[config.mk]
export PLATFORM = sky130hd
export DESIGN_NAME = spi_slave_flat
export DESIGN_NICKNAME = d
export VERILOG_FILES = /design/src/rtl/spi_slave_if.sv /design/src/rtl/spi_slave.sv /design/src/flat_wrapper.sv
export SDC_FILE = /design/constraint.sdc
export NUM_CORES = 1
export LEC_CHECK = 0
export BUFFER_PORTS_ARGS = -buffer_cell sky130_fd_sc_hd__buf_4
export CAP_MARGIN = 20
export CORE_ASPECT_RATIO = 1.4
export CORE_MARGIN = 2
export CORE_UTILIZATION = 44
export CTS_CLUSTER_DIAMETER = 150
export CTS_CLUSTER_SIZE = 20
export DETAILED_ROUTE_END_ITERATION = 12
export SYNTH_ARGS = -nofsm -noshare
export SYNTH_HDL_FRONTEND = slang
export SYNTH_SLANG_ARGS = --single-unit
[constraint.sdc]
create_clock -name clk -period 2.3 [get_ports clk]
set_input_delay 0.575 -clock clk [delete_from_list [all_inputs] [get_ports clk]]
set_output_delay 0.575 -clock clk [all_outputs]
set_load 0.005 [all_outputs]
[src/rtl/spi_slave_if.sv]
// Bus bundle for spi_slave: the SPI pins plus the local host byte interface.
// The slave modport is the DUT view; the master modport is the driving side.
interface spi_slave_if #(
  parameter int unsigned DATA_WIDTH = 8
);
  logic                  cs;
  logic                  sclk;
  logic                  mosi;
  logic                  miso;
  logic [DATA_WIDTH-1:0] data_send_slave;
  logic                  data_send_enable;
  logic [DATA_WIDTH-1:0] data_receive_slave;
  logic                  data_receive_slave_enable;
  logic                  tx_underrun;
  logic                  frame_abort;
  logic                  busy;

  modport slave (
    input  cs, sclk, mosi, data_send_slave, data_send_enable,
    output miso, data_receive_slave, data_receive_slave_enable, tx_underrun, frame_abort, busy
  );

  modport master (
    output cs, sclk, mosi, data_send_slave, data_send_enable,
    input  miso, data_receive_slave, data_receive_slave_enable, tx_underrun, frame_abort, busy
  );
endinterface

[src/rtl/spi_slave.sv]
// SPI mode-0 slave, MSB first. cs/sclk/mosi are synchronised into clk and edge-detected;
// received bytes are strobed out, transmitted bytes come from a one-entry holding register.
module spi_slave #(
  parameter int unsigned          DATA_WIDTH  = 8,
  parameter int unsigned          SYNC_STAGES = 2,
  parameter logic [DATA_WIDTH-1:0] IDLE_FILL  = {DATA_WIDTH{1'b1}}
) (
  input logic        clk,
  input logic        rst,
  spi_slave_if.slave bus
);

  localparam int unsigned CntW = $clog2(DATA_WIDTH) + 1;

  typedef enum logic [0:0] {StIdle, StShift} state_e;

  // Synchronisers and edge detection
  logic [SYNC_STAGES-1:0] cs_sync_q, cs_sync_d;
  logic [SYNC_STAGES-1:0] sclk_sync_q, sclk_sync_d;
  logic [SYNC_STAGES-1:0] mosi_sync_q, mosi_sync_d;
  logic [SYNC_STAGES:0]   flush_q, flush_d;
  logic                   cs_dly_q, sclk_dly_q, armed_q, armed_d;
  logic                   cs_s, sclk_s, mosi_s;
  logic                   cs_fall, cs_rise, sclk_rise, sclk_fall;

  always_comb begin
    cs_sync_d   = {cs_sync_q[SYNC_STAGES-2:0], bus.cs};
    sclk_sync_d = {sclk_sync_q[SYNC_STAGES-2:0], bus.sclk};
    mosi_sync_d = {mosi_sync_q[SYNC_STAGES-2:0], bus.mosi};
    flush_d     = {flush_q[SYNC_STAGES-1:0], 1'b1};
    // A frame may only start once cs has been seen high after the chain flushed out of reset
    armed_d     = armed_q | (flush_q[SYNC_STAGES] & cs_s);
  end

  assign cs_s      = cs_sync_q[SYNC_STAGES-1];
  assign sclk_s    = sclk_sync_q[SYNC_STAGES-1];
  assign mosi_s    = mosi_sync_q[SYNC_STAGES-1];
  assign cs_fall   = armed_q & cs_dly_q & ~cs_s;
  assign cs_rise   = ~cs_dly_q & cs_s;
  assign sclk_rise = ~sclk_dly_q & sclk_s;
  assign sclk_fall = sclk_dly_q & ~sclk_s;

  always_ff @(posedge clk or posedge rst) begin
    if (rst) begin
      cs_sync_q   <= '1;
      sclk_sync_q <= '0;
      mosi_sync_q <= '0;
      flush_q     <= '0;
      cs_dly_q    <= 1'b1;
      sclk_dly_q  <= 1'b0;
      armed_q     <= 1'b0;
    end else begin
      cs_sync_q   <= cs_sync_d;
      sclk_sync_q <= sclk_sync_d;
      mosi_sync_q <= mosi_sync_d;
      flush_q     <= flush_d;
      cs_dly_q    <= cs_s;
      sclk_dly_q  <= sclk_s;
      armed_q     <= armed_d;
    end
  end

  // Frame state
  state_e                state_q, state_d;
  logic [CntW-1:0]       bit_cnt_q, bit_cnt_d;
  logic [DATA_WIDTH-1:0] rx_shift_q, rx_shift_d;
  logic [DATA_WIDTH-1:0] tx_shift_q, tx_shift_d;
  logic [DATA_WIDTH-1:0] hold_q, hold_d;
  logic [DATA_WIDTH-1:0] rx_data_q, rx_data_d;
  logic                  pend_q, pend_d;
  logic                  rx_valid_q, rx_valid_d;
  logic                  done_q, done_d;
  logic                  underrun_q, underrun_d;
  logic                  abort_q, abort_d;
  logic                  reload_q, reload_d;
  logic                  spec_q, spec_d;
  logic                  spec_fill_q, spec_fill_d;
  logic                  spec_pend_q, spec_pend_d;
  logic [DATA_WIDTH-1:0] load_byte;
  logic                  load_fill;

  always_comb begin
    state_d     = state_q;
    bit_cnt_d   = bit_cnt_q;
    rx_shift_d  = rx_shift_q;
    tx_shift_d  = tx_shift_q;
    hold_d      = hold_q;
    pend_d      = pend_q;
    rx_data_d   = rx_data_q;
    rx_valid_d  = 1'b0;
    done_d      = 1'b0;
    underrun_d  = 1'b0;
    abort_d     = 1'b0;
    reload_d    = reload_q;
    spec_d      = spec_q;
    spec_fill_d = spec_fill_q;
    spec_pend_d = spec_pend_q;

    // A write coinciding with a load is forwarded straight into tx_shift
    load_fill = ~bus.data_send_enable & ~pend_q;
    load_byte = bus.data_send_enable ? bus.data_send_slave : (pend_q ? hold_q : IDLE_FILL);

    if (bus.data_send_enable) begin
      hold_d = bus.data_send_slave;
      pend_d = 1'b1;
    end

    if (done_q) begin
      rx_data_d  = rx_shift_q;
      rx_valid_d = 1'b1;
    end

    unique case (state_q)
      StIdle: begin
        if (cs_fall) begin
          state_d    = StShift;
          bit_cnt_d  = '0;
          tx_shift_d = load_byte;
          pend_d     = 1'b0;
          underrun_d = load_fill;
          reload_d   = 1'b0;
          spec_d     = 1'b0;
        end
      end
      StShift: begin
        if (cs_rise) begin
          state_d   = StIdle;
          abort_d   = (bit_cnt_q != '0);
          bit_cnt_d = '0;
          reload_d  = 1'b0;
          spec_d    = 1'b0;
          // The last falling edge of a frame preloads a byte nobody clocks out; give it back
          if (spec_q && spec_pend_q) begin
            pend_d = 1'b1;
          end
        end else if (sclk_rise) begin
          rx_shift_d = {rx_shift_q[DATA_WIDTH-2:0], mosi_s};
          if (spec_q) begin
            spec_d     = 1'b0;
            underrun_d = spec_fill_q;
          end
          if (bit_cnt_q == CntW'(DATA_WIDTH - 1)) begin
            bit_cnt_d = '0;
            done_d    = 1'b1;
            reload_d  = 1'b1;
          end else begin
            bit_cnt_d = bit_cnt_q + CntW'(1);
          end
        end else if (sclk_fall) begin
          if (reload_q) begin
            tx_shift_d  = load_byte;
            pend_d      = 1'b0;
            reload_d    = 1'b0;
            spec_d      = 1'b1;
            spec_fill_d = load_fill;
            spec_pend_d = ~load_fill;
          end else begin
            tx_shift_d = {tx_shift_q[DATA_WIDTH-2:0], 1'b0};
          end
        end
      end
    endcase
  end

  always_ff @(posedge clk or posedge rst) begin
    if (rst) begin
      state_q     <= StIdle;
      bit_cnt_q   <= '0;
      rx_shift_q  <= '0;
      tx_shift_q  <= '0;
      hold_q      <= '0;
      pend_q      <= 1'b0;
      rx_data_q   <= '0;
      rx_valid_q  <= 1'b0;
      done_q      <= 1'b0;
      underrun_q  <= 1'b0;
      abort_q     <= 1'b0;
      reload_q    <= 1'b0;
      spec_q      <= 1'b0;
      spec_fill_q <= 1'b0;
      spec_pend_q <= 1'b0;
    end else begin
      state_q     <= state_d;
      bit_cnt_q   <= bit_cnt_d;
      rx_shift_q  <= rx_shift_d;
      tx_shift_q  <= tx_shift_d;
      hold_q      <= hold_d;
      pend_q      <= pend_d;
      rx_data_q   <= rx_data_d;
      rx_valid_q  <= rx_valid_d;
      done_q      <= done_d;
      underrun_q  <= underrun_d;
      abort_q     <= abort_d;
      reload_q    <= reload_d;
      spec_q      <= spec_d;
      spec_fill_q <= spec_fill_d;
      spec_pend_q <= spec_pend_d;
    end
  end

  assign bus.miso                      = (state_q == StShift) & tx_shift_q[DATA_WIDTH-1];
  assign bus.busy                      = (state_q == StShift);
  assign bus.data_receive_slave        = rx_data_q;
  assign bus.data_receive_slave_enable = rx_valid_q;
  assign bus.tx_underrun               = underrun_q;
  assign bus.frame_abort               = abort_q;

endmodule

[src/flat_wrapper.sv]
// flat-port wrapper written by rule: the top's interface ports become plain ports
module spi_slave_flat 
#(
  parameter int unsigned          DATA_WIDTH  = 8,
  parameter int unsigned          SYNC_STAGES = 2,
  parameter logic [DATA_WIDTH-1:0] IDLE_FILL  = {DATA_WIDTH{1'b1}}
)
  (clk, rst, bus_cs, bus_sclk, bus_mosi, bus_data_send_slave, bus_data_send_enable, bus_miso, bus_data_receive_slave, bus_data_receive_slave_enable, bus_tx_underrun, bus_frame_abort, bus_busy);
  spi_slave_if #(.DATA_WIDTH(DATA_WIDTH)) bus_i ();
  input logic clk;
  input logic rst;
  input wire logic [$bits(bus_i.cs)-1:0] bus_cs;
  input wire logic [$bits(bus_i.sclk)-1:0] bus_sclk;
  input wire logic [$bits(bus_i.mosi)-1:0] bus_mosi;
  input wire logic [$bits(bus_i.data_send_slave)-1:0] bus_data_send_slave;
  input wire logic [$bits(bus_i.data_send_enable)-1:0] bus_data_send_enable;
  output wire logic [$bits(bus_i.miso)-1:0] bus_miso;
  output wire logic [$bits(bus_i.data_receive_slave)-1:0] bus_data_receive_slave;
  output wire logic [$bits(bus_i.data_receive_slave_enable)-1:0] bus_data_receive_slave_enable;
  output wire logic [$bits(bus_i.tx_underrun)-1:0] bus_tx_underrun;
  output wire logic [$bits(bus_i.frame_abort)-1:0] bus_frame_abort;
  output wire logic [$bits(bus_i.busy)-1:0] bus_busy;
  assign bus_i.cs = bus_cs;
  assign bus_i.sclk = bus_sclk;
  assign bus_i.mosi = bus_mosi;
  assign bus_i.data_send_slave = bus_data_send_slave;
  assign bus_i.data_send_enable = bus_data_send_enable;
  assign bus_miso = bus_i.miso;
  assign bus_data_receive_slave = bus_i.data_receive_slave;
  assign bus_data_receive_slave_enable = bus_i.data_receive_slave_enable;
  assign bus_tx_underrun = bus_i.tx_underrun;
  assign bus_frame_abort = bus_i.frame_abort;
  assign bus_busy = bus_i.busy;
  spi_slave #(.DATA_WIDTH(DATA_WIDTH), .SYNC_STAGES(SYNC_STAGES), .IDLE_FILL(IDLE_FILL)) u_core (.clk(clk), .rst(rst), .bus(bus_i));
endmodule
# Word-level counts from Yosys, hierarchy flattened
# Index checks and enable logic that the tools add are counted.
# op_classes
n_addsub	1
n_eq_ne	9
muxes	47
bitwise	19
n_reduce_logical	8
# op_table
operator	count
8-bit 2-to-1 mux	7
1-bit 2-to-1 mux	29
4-bit 2-to-1 mux	4
8-bit one-hot mux with 2 select lines	1
1-bit NOT	10
1-bit one-hot mux with 2 select lines	5
3-bit AND reduction	3
1-bit bitwise AND	8
4-bit one-hot mux with 2 select lines	1
5-bit AND reduction	1
4-bit by 1-bit adder with 4-bit output, second input constant	1
4-bit by 3-bit == test with 1-bit output, second input constant	1
2-bit by 1-bit inequality test with 1-bit output, second input constant	2
2-bit inequality test, second input constant	2
4-bit by 1-bit inequality test with 1-bit output, second input constant	1
4-bit by 2-bit inequality test with 1-bit output, second input constant	1
4-bit by 3-bit inequality test with 1-bit output, second input constant	1
4-bit AND reduction	1
4-bit nonzero test	1
3-bit by 1-bit inequality test with 1-bit output, second input constant	1
2-bit AND reduction	1
1-bit logical AND	1
1-bit OR	1
# totals
register_bits	58
inputBits	14
wordCells	106

# Logic depth before layout (Yosys ltp)
# logic_depth
word_depth	7
ltp_mapped	6
depth_no_buf	6

# Worst setup path after synthesis
# OpenSTA, ideal clock, no wires.
# synth_path
path_kind	flip-flop to flip-flop
from	register u_core.cs_dly_q
to	register u_core.tx_shift_q[2]
setup_ns	0.125
t_arrival_ns	1.500
slack_ns	0.675
stages_incl_launch_ff	6
n_path_buf	1
synth_period_minus_slack_ns	1.625
cell_sequence	dfstp_2 nand2b_1 buf_4 nand3_1 o21ai_4 mux2_2
# synth_between
elab_chain_cells	4
elab_cells_between_ends	7
classes_between	eq/ne: 2; bitwise: 4; reduce/logical: 1
# synth_lines
item	line	rtl
from (decl)	spi_slave.sv:22	logic cs_dly_q, sclk_dly_q, armed_q, armed_d;
from (signal assigned)	spi_slave.sv:57	cs_dly_q <= cs_s;
1-bit bitwise AND or 1-bit NOT (tied branches)	spi_slave.sv:38, spi_slave.sv:39	
1-bit bitwise AND, on equally long branches	spi_slave.sv:38, spi_slave.sv:39	
2-bit by 1-bit inequality test with 1-bit output (no source line) or 2-bit inequality test (tied branches)	n/a	
4-bit AND reduction (no source line) *	n/a	
to (signal assigned)	spi_slave.sv:186	tx_shift_q <= tx_shift_d;
to (decl)	spi_slave.sv:67	logic [DATA_WIDTH-1:0] tx_shift_q, tx_shift_d;
# Mark *: on every way between the ends. The rest lies on a longest branch, timed or not.
# A chain may end at the register's enable or synchronous reset.

# Worst setup path in the final report
# layout_path
from	register u_core.state_q (netlist: u_core.bus.busy)
to	output port bus_miso
# layout_between
elab_chain_cells	1
# layout_lines
item	line	rtl
from (decl)	spi_slave.sv:64	state_e state_q, state_d;
from (signal assigned)	spi_slave.sv:167	state_q <= StIdle;
from (signal assigned)	spi_slave.sv:183	state_q <= state_d;
1-bit bitwise AND	spi_slave.sv:201	assign bus.miso = (state_q == StShift) & tx_shift_q[DATA_WIDTH-1];
to (decl)	flat_wrapper.sv:17	output wire logic [$bits(bus_i.miso)-1:0] bus_miso;
# Every way passes these cells.

==> results.sh <==
export IMPL_cts_hold_buffers_added=0
export IMPL_die_w_um=65.67
export IMPL_required_ns=1.73
export IMPL_powerDensity_nw_per_um2=898.0
export IMPL_rows=31
export IMPL_dp_final_hpwl_um=2763
export IMPL_start_kind="flop"
export IMPL_syn_area_um2=2342
export IMPL_synth_top_area_share_pct=58.76
export IMPL_drive_gt1_share_pct=38.28
export IMPL_vias_per_cell=5.029
export IMPL_grt_usage_pct=14.35
export IMPL_start_util_pct=45.40
export IMPL_critPathLaunch="u_core.bus.busy"
export IMPL_wire_per_inst_um=13.84
export IMPL_yosysMostFrequentCell="dfrtp_1"
export IMPL_setup_viol=0
export IMPL_drc=0
export IMPL_synth_common_cells="dfrtp_1, mux2_2, inv_1"
export IMPL_drt_iter0_markers=43
export IMPL_core_um2=5159
export IMPL_crit_chain="and2_1 -> buf_4"
export IMPL_clkSinkCount=58
export IMPL_syn_inst=172
export IMPL_async_flop_share_pct=100.0
export IMPL_slew_headroom_pct=65.69
export IMPL_place_gp_congestion=0.7914
export IMPL_skew_ns=0.006002
export IMPL_synth_top_cells_by_area="dfrtp_1, mux2_2, dfstp_2, ha_1, o22a_1"
export IMPL_cts_root_buf="clkbuf_8"
export IMPL_totalWireLength_um=3805
export IMPL_dp_cells=259
export IMPL_dr_pass1_iters=4
export IMPL_grt_pass1_wl_um=6258
export IMPL_p_leak_nw=1.304
export IMPL_syn_avg_cell_area_um2=13.62
export IMPL_cp_arrival_ns=1.27
export IMPL_endpoint_kind="primary output"
export IMPL_synth_warnings=0
export IMPL_post_synth_num_cell_types=36
export IMPL_die_area_um2=5932
export IMPL_post_cts_setup_buffer_count=0
export IMPL_overflow=0
export IMPL_outcome="finished clean"
export IMPL_vias=1383
export IMPL_n_antenna_cell=0
export IMPL_nets=223
export IMPL_dpl_cell_area_um2=2604
export IMPL_grt_max_degree=36
export IMPL_hold_viol=0
export IMPL_grt_pass1_vias=1433
export IMPL_crit_path_top_delay_cell="dfrtp_1"
export IMPL_synth_seq_cells=58
export IMPL_max_freq_mhz=543.3
export IMPL_layout_setup_ws_ns=0.4592
export IMPL_synthFlopType="dfrtp_1"
export IMPL_hp_class="in2async"
export IMPL_grtUsageMet1_pct=16.15
export IMPL_irDropWorstVdd_uv=678.3
export IMPL_synth_nets=191
export IMPL_synth_edf_count=0
export IMPL_drtAntennaViolNets=0
export IMPL_reg2reg_from="u_core.bus.busy"
export IMPL_drv_cap=0
export IMPL_rsz0062_at_grt="false"
export IMPL_synth_area_leader_cell="dfrtp_1"
export IMPL_post_route_min_period_ns=1.841
export IMPL_crit_fanout=17
export IMPL_clk_pin_slew_ns=0.06
export IMPL_place_ws_ns=0.4855
export IMPL_worst_pin_slew_ns=0.5139
export IMPL_cts_tree="built"
export IMPL_cts_resized=0
export IMPL_max_stage_delay_ns=0.63
export IMPL_top_usage_layer="met2"
export IMPL_port_buffers=26
export IMPL_clk_latency_ns=0.32
export IMPL_layout_cells_non_filler=275
export IMPL_die_y_um=90.33
export IMPL_final_period_utilization_pct=80.03
export IMPL_crit_type="reg2out"
export IMPL_io_pins=27
export IMPL_fin_setup_tns_ns=0
export IMPL_cts_buffers=9
export IMPL_cts_max_path_buffers=2
export IMPL_synth_seq_area_share_pct=62.13
export IMPL_antenna_found_initial=0
export IMPL_gr_usage_met2_pct=22.31
export IMPL_timing_final_max_slew_violations=0
export IMPL_final_core_util_pct=54.31
export IMPL_htreeDepth=3
export IMPL_areaGrowthSynthToFinish_pct=19.60
export IMPL_finalInstanceArea_um2=2801
export IMPL_grt_met3_usage_pct=4.239
-- critical path: cells and delay by family, from the launching register on --
family / cells / cell delay, ns
DFF: 1 / 0.63
and+or+nand+nor: 1 / 0.21
buffers and inverters: 1 / 0.11
-- layout by cell type (no fill, tap or decap), types with 2 or more instances in the layout --
master / n
a21oi_1: 3
mux2_2: 32
nand3_1: 6
o21ai_0: 6
clkbuf_8: 11
clkbuf_1: 3
nand2_1: 7
nor2_1: 5
inv_1: 8
nor3_1: 2
buf_4: 26
nand2b_1: 2
ha_1: 5
o22a_1: 6
mux2i_1: 3
a2bb2oi_1: 2
nand4_1: 2
dfrtp_1: 55
dfstp_2: 3
o22ai_1: 3
-- area by class of cell --
type	count	area [um2]
Clock buffer	14	162.7
Tap cell	66	82.58
Sequential cell	58	1455
Fill cell	450	2357
Multi-Input combinational cell	99	817.0
Clock inverter	2	35.03
Inverter	9	33.78
Timing Repair Buffer	27	215.2
-- sequential cells by signal, indices dropped and copies added (netlist names), 2 cells and up --
register	cells
u_core.mosi_sync_q	2
u_core.bus.data_receive_slave	8
u_core.cs_sync_q	2
u_core.sclk_sync_q	2
u_core.tx_shift_q	8
u_core.rx_shift_q	8
u_core.bit_cnt_q	4
u_core.flush_q	3
u_core.hold_q	8
-- final timing paths --
| kind | endpoint | slack (ns) | depth (start not counted) |
|---|---|---|---|
| worst min-delay path | u_core.hold_q[2] | 0.29 | 2 |
| max in group asynchronous | u_core.cs_dly_q | 1.38 | 3 |
| worst max register to register | u_core.tx_shift_q[2] | 0.47 | 3 |
| min in group clk | u_core.flush_q[2] | 0.35 | 0 |
| worst max-delay path | bus_miso | 0.46 | 2 |
| worst min register to register | u_core.flush_q[2] | 0.35 | 0 |
-- report_power, final --
group          internal (mW)  switching (mW)
registers               1.18          0.0954
clock network          0.559           0.343
logic                  0.198           0.139
-- through the flow --
stage | hold WS (ns) | total power, mW
floorplan | 0.3312 | 1.533
global placement | 0.3346 | 1.620
detailed placement | 0.3411 | 1.642
CTS | 0.3001 | 2.563
global route | 0.3310 | 2.656
finish | 0.2946 | 2.516
-- logic make-up after synthesis --
logic type | share of synthesized area (%)
AOI/OAI and AO/OA | 8.067
muxes | 16.67
other | 0.1601
adders and majority gates | 2.671
DFF | 62.13
and+or+nand+nor | 7.319
buffers and inverters | 2.992
-- per-layer routing --
layer | up-vias | share of wire, %
met4 | 0 | 1.9
met5 | - | 0
met1 | 683 | 41
met3 | 6 | 4.4
met2 | 28 | 53
li1 | 666 | -
No activity file was read; power rests on OpenSTA's default activity.
